==> src/rtl/i2s_pkg.sv <==
// Shared I2S constants, sample type and counter sizing helper.
// Imported by the FIR stage, the TX serialiser and the RX side.
package i2s_pkg;

  localparam int I2S_DATA_WIDTH = 24;
  localparam int I2S_SLOT_BITS  = 32;
  localparam int I2S_MCLK_DIV   = 4;

  typedef logic signed [I2S_DATA_WIDTH-1:0] sample_t;

  // Register width needed to count 0..n-1 (never narrower than one bit).
  function automatic int cnt_width(input int n);
    if (n <= 2) begin
      return 1;
    end else begin
      return $clog2(n);
    end
  endfunction

endpackage

==> src/rtl/i2s_tx_if.sv <==
// Sample inputs and I2S line outputs of the transmit serialiser.
// The upstream sample source uses the master modport; i2s_tx uses slave.
interface i2s_tx_if
  import i2s_pkg::*;
#(
  parameter int DATA_WIDTH = I2S_DATA_WIDTH
);

  logic signed [DATA_WIDTH-1:0] LEFT_TX;
  logic signed [DATA_WIDTH-1:0] RIGHT_TX;
  logic                         SCLK;
  logic                         LRCK;
  logic                         SDOUT;
  logic                         LOAD;

  modport master (
    output LEFT_TX,
    output RIGHT_TX,
    input  SCLK,
    input  LRCK,
    input  SDOUT,
    input  LOAD
  );

  modport slave (
    input  LEFT_TX,
    input  RIGHT_TX,
    output SCLK,
    output LRCK,
    output SDOUT,
    output LOAD
  );

endinterface

==> src/rtl/i2s_clkgen.sv <==
// I2S timing generator: MCLK divider, frame bit counter and registered SCLK/LRCK.
// Shared between the TX and RX ends; LRCK_INV flips word-select polarity.
module i2s_clkgen
  import i2s_pkg::*;
#(
  parameter int MCLK_DIV  = I2S_MCLK_DIV,
  parameter int SLOT_BITS = I2S_SLOT_BITS,
  parameter bit LRCK_INV  = 1'b0,
  localparam int DIV_W    = cnt_width(MCLK_DIV),
  localparam int BIT_W    = cnt_width(2 * SLOT_BITS)
) (
  input  logic             MCLK,
  input  logic             RESET_N,
  output logic             sclk,
  output logic             lrck,
  output logic             tick,
  output logic             frame_end,
  output logic [BIT_W-1:0] bitcnt
);

  localparam logic [DIV_W-1:0] DIV_LAST  = DIV_W'(MCLK_DIV - 1);
  localparam logic [DIV_W-1:0] DIV_HALF  = DIV_W'(MCLK_DIV / 2);
  localparam logic [BIT_W-1:0] BIT_LAST  = BIT_W'(2 * SLOT_BITS - 1);
  localparam logic [BIT_W-1:0] SLOT_EDGE = BIT_W'(SLOT_BITS);

  logic [DIV_W-1:0] div_r;
  logic [DIV_W-1:0] div_next_s;
  logic [BIT_W-1:0] bit_r;
  logic [BIT_W-1:0] bit_next_s;
  logic             sclk_r;
  logic             lrck_r;
  logic             tick_r;
  logic             frame_end_r;

  // Counter step; tick_r/frame_end_r mirror the current div_r/bit_r values.
  always_comb begin
    div_next_s = div_r;
    bit_next_s = bit_r;
    if (tick_r) begin
      div_next_s = {DIV_W{1'b0}};
      if (frame_end_r) begin
        bit_next_s = {BIT_W{1'b0}};
      end else begin
        bit_next_s = bit_r + BIT_W'(1);
      end
    end else begin
      div_next_s = div_r + DIV_W'(1);
      bit_next_s = bit_r;
    end
  end

  // Counters and line outputs, all decoded from the next counter values.
  always_ff @(posedge MCLK or negedge RESET_N) begin
    if (!RESET_N) begin
      div_r       <= {DIV_W{1'b0}};
      bit_r       <= {BIT_W{1'b0}};
      sclk_r      <= 1'b0;
      lrck_r      <= 1'b0;
      tick_r      <= 1'b0;
      frame_end_r <= 1'b0;
    end else begin
      div_r       <= div_next_s;
      bit_r       <= bit_next_s;
      sclk_r      <= (div_next_s >= DIV_HALF);
      lrck_r      <= (bit_next_s >= SLOT_EDGE) ^ LRCK_INV;
      tick_r      <= (div_next_s == DIV_LAST);
      frame_end_r <= (div_next_s == DIV_LAST) && (bit_next_s == BIT_LAST);
    end
  end

  assign sclk      = sclk_r;
  assign lrck      = lrck_r;
  assign tick      = tick_r;
  assign frame_end = frame_end_r;
  assign bitcnt    = bit_r;

endmodule

==> src/rtl/i2s_tx.sv <==
// I2S transmitter: captures both channels once per frame and shifts them out MSB first.
// Build option I2S_TX_LJ_EN selects left-justified format (no bit delay, LRCK high = left).
module i2s_tx
  import i2s_pkg::*;
#(
  parameter int MCLK_DIV   = I2S_MCLK_DIV,
  parameter int SLOT_BITS  = I2S_SLOT_BITS,
  parameter int DATA_WIDTH = I2S_DATA_WIDTH,
  localparam int BIT_W     = cnt_width(2 * SLOT_BITS),
  localparam int IDX_W     = cnt_width(DATA_WIDTH)
) (
  input  logic    MCLK,
  input  logic    RESET_N,
  i2s_tx_if.slave bus
);

`ifdef I2S_TX_LJ_EN
  localparam bit LRCK_INV_CFG = 1'b1;
`else
  localparam bit LRCK_INV_CFG = 1'b0;
`endif

  localparam logic [BIT_W-1:0] SLOT_EDGE = BIT_W'(SLOT_BITS);
  localparam logic [BIT_W-1:0] DATA_END  = BIT_W'(DATA_WIDTH);

  logic                         sclk_s;
  logic                         lrck_s;
  logic                         tick_s;
  logic                         frame_end_s;
  logic [BIT_W-1:0]             bitcnt_s;
  logic [BIT_W-1:0]             bit_next_s;
  logic [BIT_W-1:0]             pos_s;
  logic [IDX_W-1:0]             idx_s;
  logic signed [DATA_WIDTH-1:0] hold_left_r;
  logic signed [DATA_WIDTH-1:0] hold_right_r;
  logic signed [DATA_WIDTH-1:0] hold_left_next_s;
  logic signed [DATA_WIDTH-1:0] hold_right_next_s;
  logic signed [DATA_WIDTH-1:0] word_s;
  logic                         sdout_next_s;
  logic                         sdout_r;
  logic                         load_r;

  i2s_clkgen #(
    .MCLK_DIV  (MCLK_DIV),
    .SLOT_BITS (SLOT_BITS),
    .LRCK_INV  (LRCK_INV_CFG)
  ) u_clkgen (
    .MCLK      (MCLK),
    .RESET_N   (RESET_N),
    .sclk      (sclk_s),
    .lrck      (lrck_s),
    .tick      (tick_s),
    .frame_end (frame_end_s),
    .bitcnt    (bitcnt_s)
  );

  // Bit counter value after this edge, so SDOUT lands together with SCLK/LRCK.
  always_comb begin
    bit_next_s = bitcnt_s;
    if (tick_s) begin
      if (frame_end_s) begin
        bit_next_s = {BIT_W{1'b0}};
      end else begin
        bit_next_s = bitcnt_s + BIT_W'(1);
      end
    end else begin
      bit_next_s = bitcnt_s;
    end
  end

  // Both channels are taken on the same edge; inputs are ignored otherwise.
  always_comb begin
    hold_left_next_s  = hold_left_r;
    hold_right_next_s = hold_right_r;
    if (frame_end_s) begin
      hold_left_next_s  = bus.LEFT_TX;
      hold_right_next_s = bus.RIGHT_TX;
    end else begin
      hold_left_next_s  = hold_left_r;
      hold_right_next_s = hold_right_r;
    end
  end

  // Slot position, channel select and bit pick with zero padding.
  always_comb begin
    pos_s        = bit_next_s;
    word_s       = hold_left_next_s;
    idx_s        = {IDX_W{1'b0}};
    sdout_next_s = 1'b0;
    if (bit_next_s >= SLOT_EDGE) begin
      pos_s  = bit_next_s - SLOT_EDGE;
      word_s = hold_right_next_s;
    end else begin
      pos_s  = bit_next_s;
      word_s = hold_left_next_s;
    end
`ifdef I2S_TX_LJ_EN
    if (pos_s < DATA_END) begin
      idx_s        = IDX_W'(DATA_WIDTH - 1 - int'(pos_s));
      sdout_next_s = word_s[idx_s];
    end else begin
      sdout_next_s = 1'b0;
    end
`else
    if ((pos_s != {BIT_W{1'b0}}) && (pos_s <= DATA_END)) begin
      idx_s        = IDX_W'(DATA_WIDTH - int'(pos_s));
      sdout_next_s = word_s[idx_s];
    end else begin
      sdout_next_s = 1'b0;
    end
`endif
  end

  // Holding registers, serial data and the post-capture LOAD strobe.
  always_ff @(posedge MCLK or negedge RESET_N) begin
    if (!RESET_N) begin
      hold_left_r  <= {DATA_WIDTH{1'b0}};
      hold_right_r <= {DATA_WIDTH{1'b0}};
      sdout_r      <= 1'b0;
      load_r       <= 1'b0;
    end else begin
      hold_left_r  <= hold_left_next_s;
      hold_right_r <= hold_right_next_s;
      sdout_r      <= sdout_next_s;
      load_r       <= frame_end_s;
    end
  end

  assign bus.SCLK  = sclk_s;
  assign bus.LRCK  = lrck_s;
  assign bus.SDOUT = sdout_r;
  assign bus.LOAD  = load_r;

endmodule

==> src/flat_wrapper.sv <==
// flat-port wrapper written by rule: the top's interface ports become plain ports
module i2s_tx_flat import i2s_pkg::*;
#(
  parameter int MCLK_DIV   = I2S_MCLK_DIV,
  parameter int SLOT_BITS  = I2S_SLOT_BITS,
  parameter int DATA_WIDTH = I2S_DATA_WIDTH,
  localparam int BIT_W     = cnt_width(2 * SLOT_BITS),
  localparam int IDX_W     = cnt_width(DATA_WIDTH)
)
  (MCLK, RESET_N, bus_LEFT_TX, bus_RIGHT_TX, bus_SCLK, bus_LRCK, bus_SDOUT, bus_LOAD);
  i2s_tx_if #(.DATA_WIDTH(DATA_WIDTH)) bus_i ();
  input  logic MCLK;
  input  logic RESET_N;
  input wire logic [$bits(bus_i.LEFT_TX)-1:0] bus_LEFT_TX;
  input wire logic [$bits(bus_i.RIGHT_TX)-1:0] bus_RIGHT_TX;
  output wire logic [$bits(bus_i.SCLK)-1:0] bus_SCLK;
  output wire logic [$bits(bus_i.LRCK)-1:0] bus_LRCK;
  output wire logic [$bits(bus_i.SDOUT)-1:0] bus_SDOUT;
  output wire logic [$bits(bus_i.LOAD)-1:0] bus_LOAD;
  assign bus_i.LEFT_TX = bus_LEFT_TX;
  assign bus_i.RIGHT_TX = bus_RIGHT_TX;
  assign bus_SCLK = bus_i.SCLK;
  assign bus_LRCK = bus_i.LRCK;
  assign bus_SDOUT = bus_i.SDOUT;
  assign bus_LOAD = bus_i.LOAD;
  i2s_tx #(.MCLK_DIV(MCLK_DIV), .SLOT_BITS(SLOT_BITS), .DATA_WIDTH(DATA_WIDTH)) u_core (.MCLK(MCLK), .RESET_N(RESET_N), .bus(bus_i));
endmodule
==> config.mk <==
export PLATFORM = sky130hd
export DESIGN_NAME = i2s_tx_flat
export DESIGN_NICKNAME = d
export VERILOG_FILES = /design/src/rtl/i2s_pkg.sv /design/src/rtl/i2s_tx_if.sv /design/src/rtl/i2s_clkgen.sv /design/src/rtl/i2s_tx.sv /design/src/flat_wrapper.sv
export SDC_FILE = /design/constraint.sdc
export NUM_CORES = 1
export LEC_CHECK = 0
export ABC_AREA = 1
export CAP_MARGIN = 10
export CORE_MARGIN = 5
export CORE_UTILIZATION = 40
export CTS_BUF_LIST = sky130_fd_sc_hd__clkbuf_16
export DETAILED_ROUTE_END_ITERATION = 10
export GPL_TIMING_DRIVEN = 1
export SKIP_CTS_REPAIR_TIMING = 1
export SLEW_MARGIN = 20
export SYNTH_ARGS = -nofsm -noshare
export SYNTH_HDL_FRONTEND = slang
export SYNTH_SLANG_ARGS = --single-unit
==> constraint.sdc <==
create_clock -name MCLK -period 3.2 [get_ports MCLK]
set_clock_uncertainty 0.15 [all_clocks]
set_input_delay 0.64 -clock MCLK [delete_from_list [all_inputs] [get_ports MCLK]]
set_output_delay 0.64 -clock MCLK [all_outputs]
set_load 0.01 [all_outputs]
==> results.txt <==
First-pass GRT wire length -> 12300 µm
Post-DR wirelength/cell -> 13.3 µm
Mapped Nets -> 441
Worst reg2reg path startpoint -> u_core.u_clkgen.bitcnt[0]
Core ar. -> 7330 µm²
Mapped Area -> 3030 µm²
Count of final max-slew check failures -> 0
CP Data Required Time -> 3.27 ns
Worst R2R Setup Slack -> 0.73 ns
Routed WL -> 7240 µm
Synth Flop Type -> dfrtp_1
Initial core utilization -> 41.3%
Layout cell share with drive strength beyond 1 -> 6.98%
Die height -> 97.0 µm
F_max -> 405 MHz
Critical R2R Capture -> u_core.bus.SDOUT
Yosys warns -> 0
Worst path arrival time -> 2.54 ns
Post-synth ARST share -> 100%
#FFs+latches synth -> 62
Seq/Total Area, Yosys -> 51.2%
Rows -> 31
Min Tclk post-route -> 2.47 ns
DRC Markers -> 0
Area of the multi-input gates -> 1300 µm²
Routed Antenna Nets -> 0
DIE AREA -> 9420 µm²
Unique masters post-synth -> 25
Least-Margin Pin Slew -> 0.689 ns
Register-to-Register Path Depth -> 14
Largest net degree at the start of global routing -> 49
Worst-path clk slew -> 0.05 ns
Via count -> 2576
Max clock buf depth -> 2
Later-pin clock latency in the skew report -> 0.33 ns
Max-slew headroom -> 54.0%
Area growth, synth to finish -> 30.5%
Setup TNS Final -> 0 ns
# IOs -> 54
Leakage power total -> 1.88 nW
Fin. Hold Viols -> 0
Drt via density -> 4.74
CP max FO -> 5
CTS tree -> built
Syn_area_per_cell -> 7.81 µm²
First DRT Iteration DRCs -> 82
Min-delay worst type -> in -> async
CP startpoint kind -> flip-flop
GPL Wtd Cong -> 0.891
Port Buffers -> 53
# diodes -> 0
Max IR drop VDD -> 0.251 mV
Outcome -> finished clean
Vias in the first global route -> 2654
Max-Cap Viols -> 0
Final period utilization -> 77.2%
H-tree depth -> 3
Pwr Density -> 480 nW/µm²
CTS root buf -> clkbuf_16
Nets -> 492
Die X -> 97.0 µm
Detailed-router iteration count before antenna repair -> 4
Initial antenna violation count -> 0
CP Class -> reg -> reg
CTS sink count -> 62
CTS Buf Count -> 9
GRT overflow -> 0
CP endpoint kind -> flip-flop
Hpwl dp -> 5180 µm
Filler instances -> 695
Mapped Cells -> 388
Post-synth EDFFs -> 0
RSZ-0062 raised after global routing -> no
GRT Util Overall -> 16.2%
FF/Latch Area -> 1550 µm²
Tot Pwr -> 0.00190 W
# setup viols final -> 0
==> where the power goes <==
| group | switching (W) | total (W) | internal, W |
|---|---|---|---|
| Clock | 0.000353 | 0.00104 | 0.000683 |
| Sequential | 0 | 0.000785 | 0.000785 |
| Combinational | 0.0000227 | 0.0000760 | 0.0000533 |
| Total | 0.000376 | 0.00190 | 0.00152 |
==> worst max-delay path by stage <==
stage                              start               end  slack, ns
2_1_floorplan  u_core.u_clkgen.bitcnt[0]  u_core.bus.SDOUT       0.95
3_3_place_gp   u_core.u_clkgen.bitcnt[0]  u_core.bus.SDOUT       0.83
3_5_place_dp   u_core.u_clkgen.bitcnt[0]  u_core.bus.SDOUT       0.71
4_1_cts        u_core.u_clkgen.bitcnt[0]  u_core.bus.SDOUT       0.73
5_1_grt             u_core.u_clkgen.tick  u_core.bus.SDOUT       0.56
6_report       u_core.u_clkgen.bitcnt[0]  u_core.bus.SDOUT       0.73
==> metal layers <==
layer  global-route usage (%)  up-vias  routed length (µm)
li1                         -     1342                   -
met1                     20.5     1179                3420
met2                     24.9       47                3410
met3                     5.25        8                 298
met4                     7.56        0                 110
met5                        0        -                   0
==> worst max-delay path, cell delays in order (launching register included) <==
cell      delay (ns)
dfrtp_1         0.41
ha_1            0.30
inv_1           0.04
o22ai_1         0.20
inv_1           0.10
ha_1            0.21
or2_2           0.29
nand2_1         0.14
inv_1           0.11
nand3_1         0.10
nand3_1         0.08
nand3b_1        0.10
nand2_1         0.05
inv_1           0.05
nor2_1          0.04
==> layout by cell type (no fill, tap or decap), drive strengths merged <==
master         instances
nand2                198
dfrtp                 62
clkdlybuf4s50         52
nand3                 48
nand4                 20
inv                   18
clkbuf                 9
nor2                   9
buf                    7
clkinv                 4
ha                     3
nand3b                 2
bufinv                 2
xnor2                  1
nor3b                  1
a21oi                  1
o22ai                  1
xor2                   1
or2                    1
o21ai                  1
nor4                   1
nor3                   1
clkinvlp               1
==> flip-flops by register name, indices dropped and copies added (netlist names) <==
register and flops:
u_core.hold_left_r 24, u_core.hold_right_r 24, u_core.u_clkgen.bitcnt 6, u_core.u_clkgen.div_r 2, u_core.bus.LOAD 1, u_core.bus.SDOUT 1, u_core.u_clkgen.frame_end 1, u_core.u_clkgen.lrck 1
u_core.u_clkgen.sclk 1, u_core.u_clkgen.tick 1
==> through the flow <==
stage	std cells	cell area [µm²]	hold WS [ns]	worst slack (ns)	util, %
2_1_floorplan	388	3030	0.194	0.946	-
3_3_place_gp	527	3630	0.305	0.833	49.5
3_5_place_dp	527	3630	0.307	0.715	49.5
4_1_cts	543	3950	0.223	0.730	53.9
5_1_grt	543	3950	0.256	0.558	53.9
6_report	543	3950	0.200	0.729	53.9
==> cell usage after synthesis (2+ instances only) <==
cell      number  area (µm²)
nand3b_1       2        15.0
buf_6          3        33.8
nand4_1       20         125
clkbuf_1       5        18.8
ha_1           3        37.5
nor2_1         8        30.0
dfrtp_1       62        1550
nand2_4        2        22.5
nand3_4        2        35.0
buf_2         11        55.1
nand3_1       46         230
nand2_1      195         732
inv_1         17        63.8
==> layout make-up <==
type / count / area share (%)
tap: 99 / 3.13
clock inverter: 7 / 2.50
multi-input combinational: 289 / 33.0
clock buffer: 9 / 5.70
sequential: 62 / 39.2
inverter: 18 / 1.71
timing repair buffer: 59 / 14.7
==> cells by family (layout without fill, tap and decap cells) <==
logic type / count (synthesis) / in the layout / share of synthesized area (%)
AOI/OAI and AO/OA: 3 / 3 / 0.537
xor gates and xnor gates: 2 / 2 / 0.578
adders and majority gates: 3 / 3 / 1.24
buffers and inverters: 37 / 93 / 5.78
DFF: 62 / 62 / 51.2
and+or+nand+nor: 281 / 281 / 40.7
(Power assumes the default switching activity.)
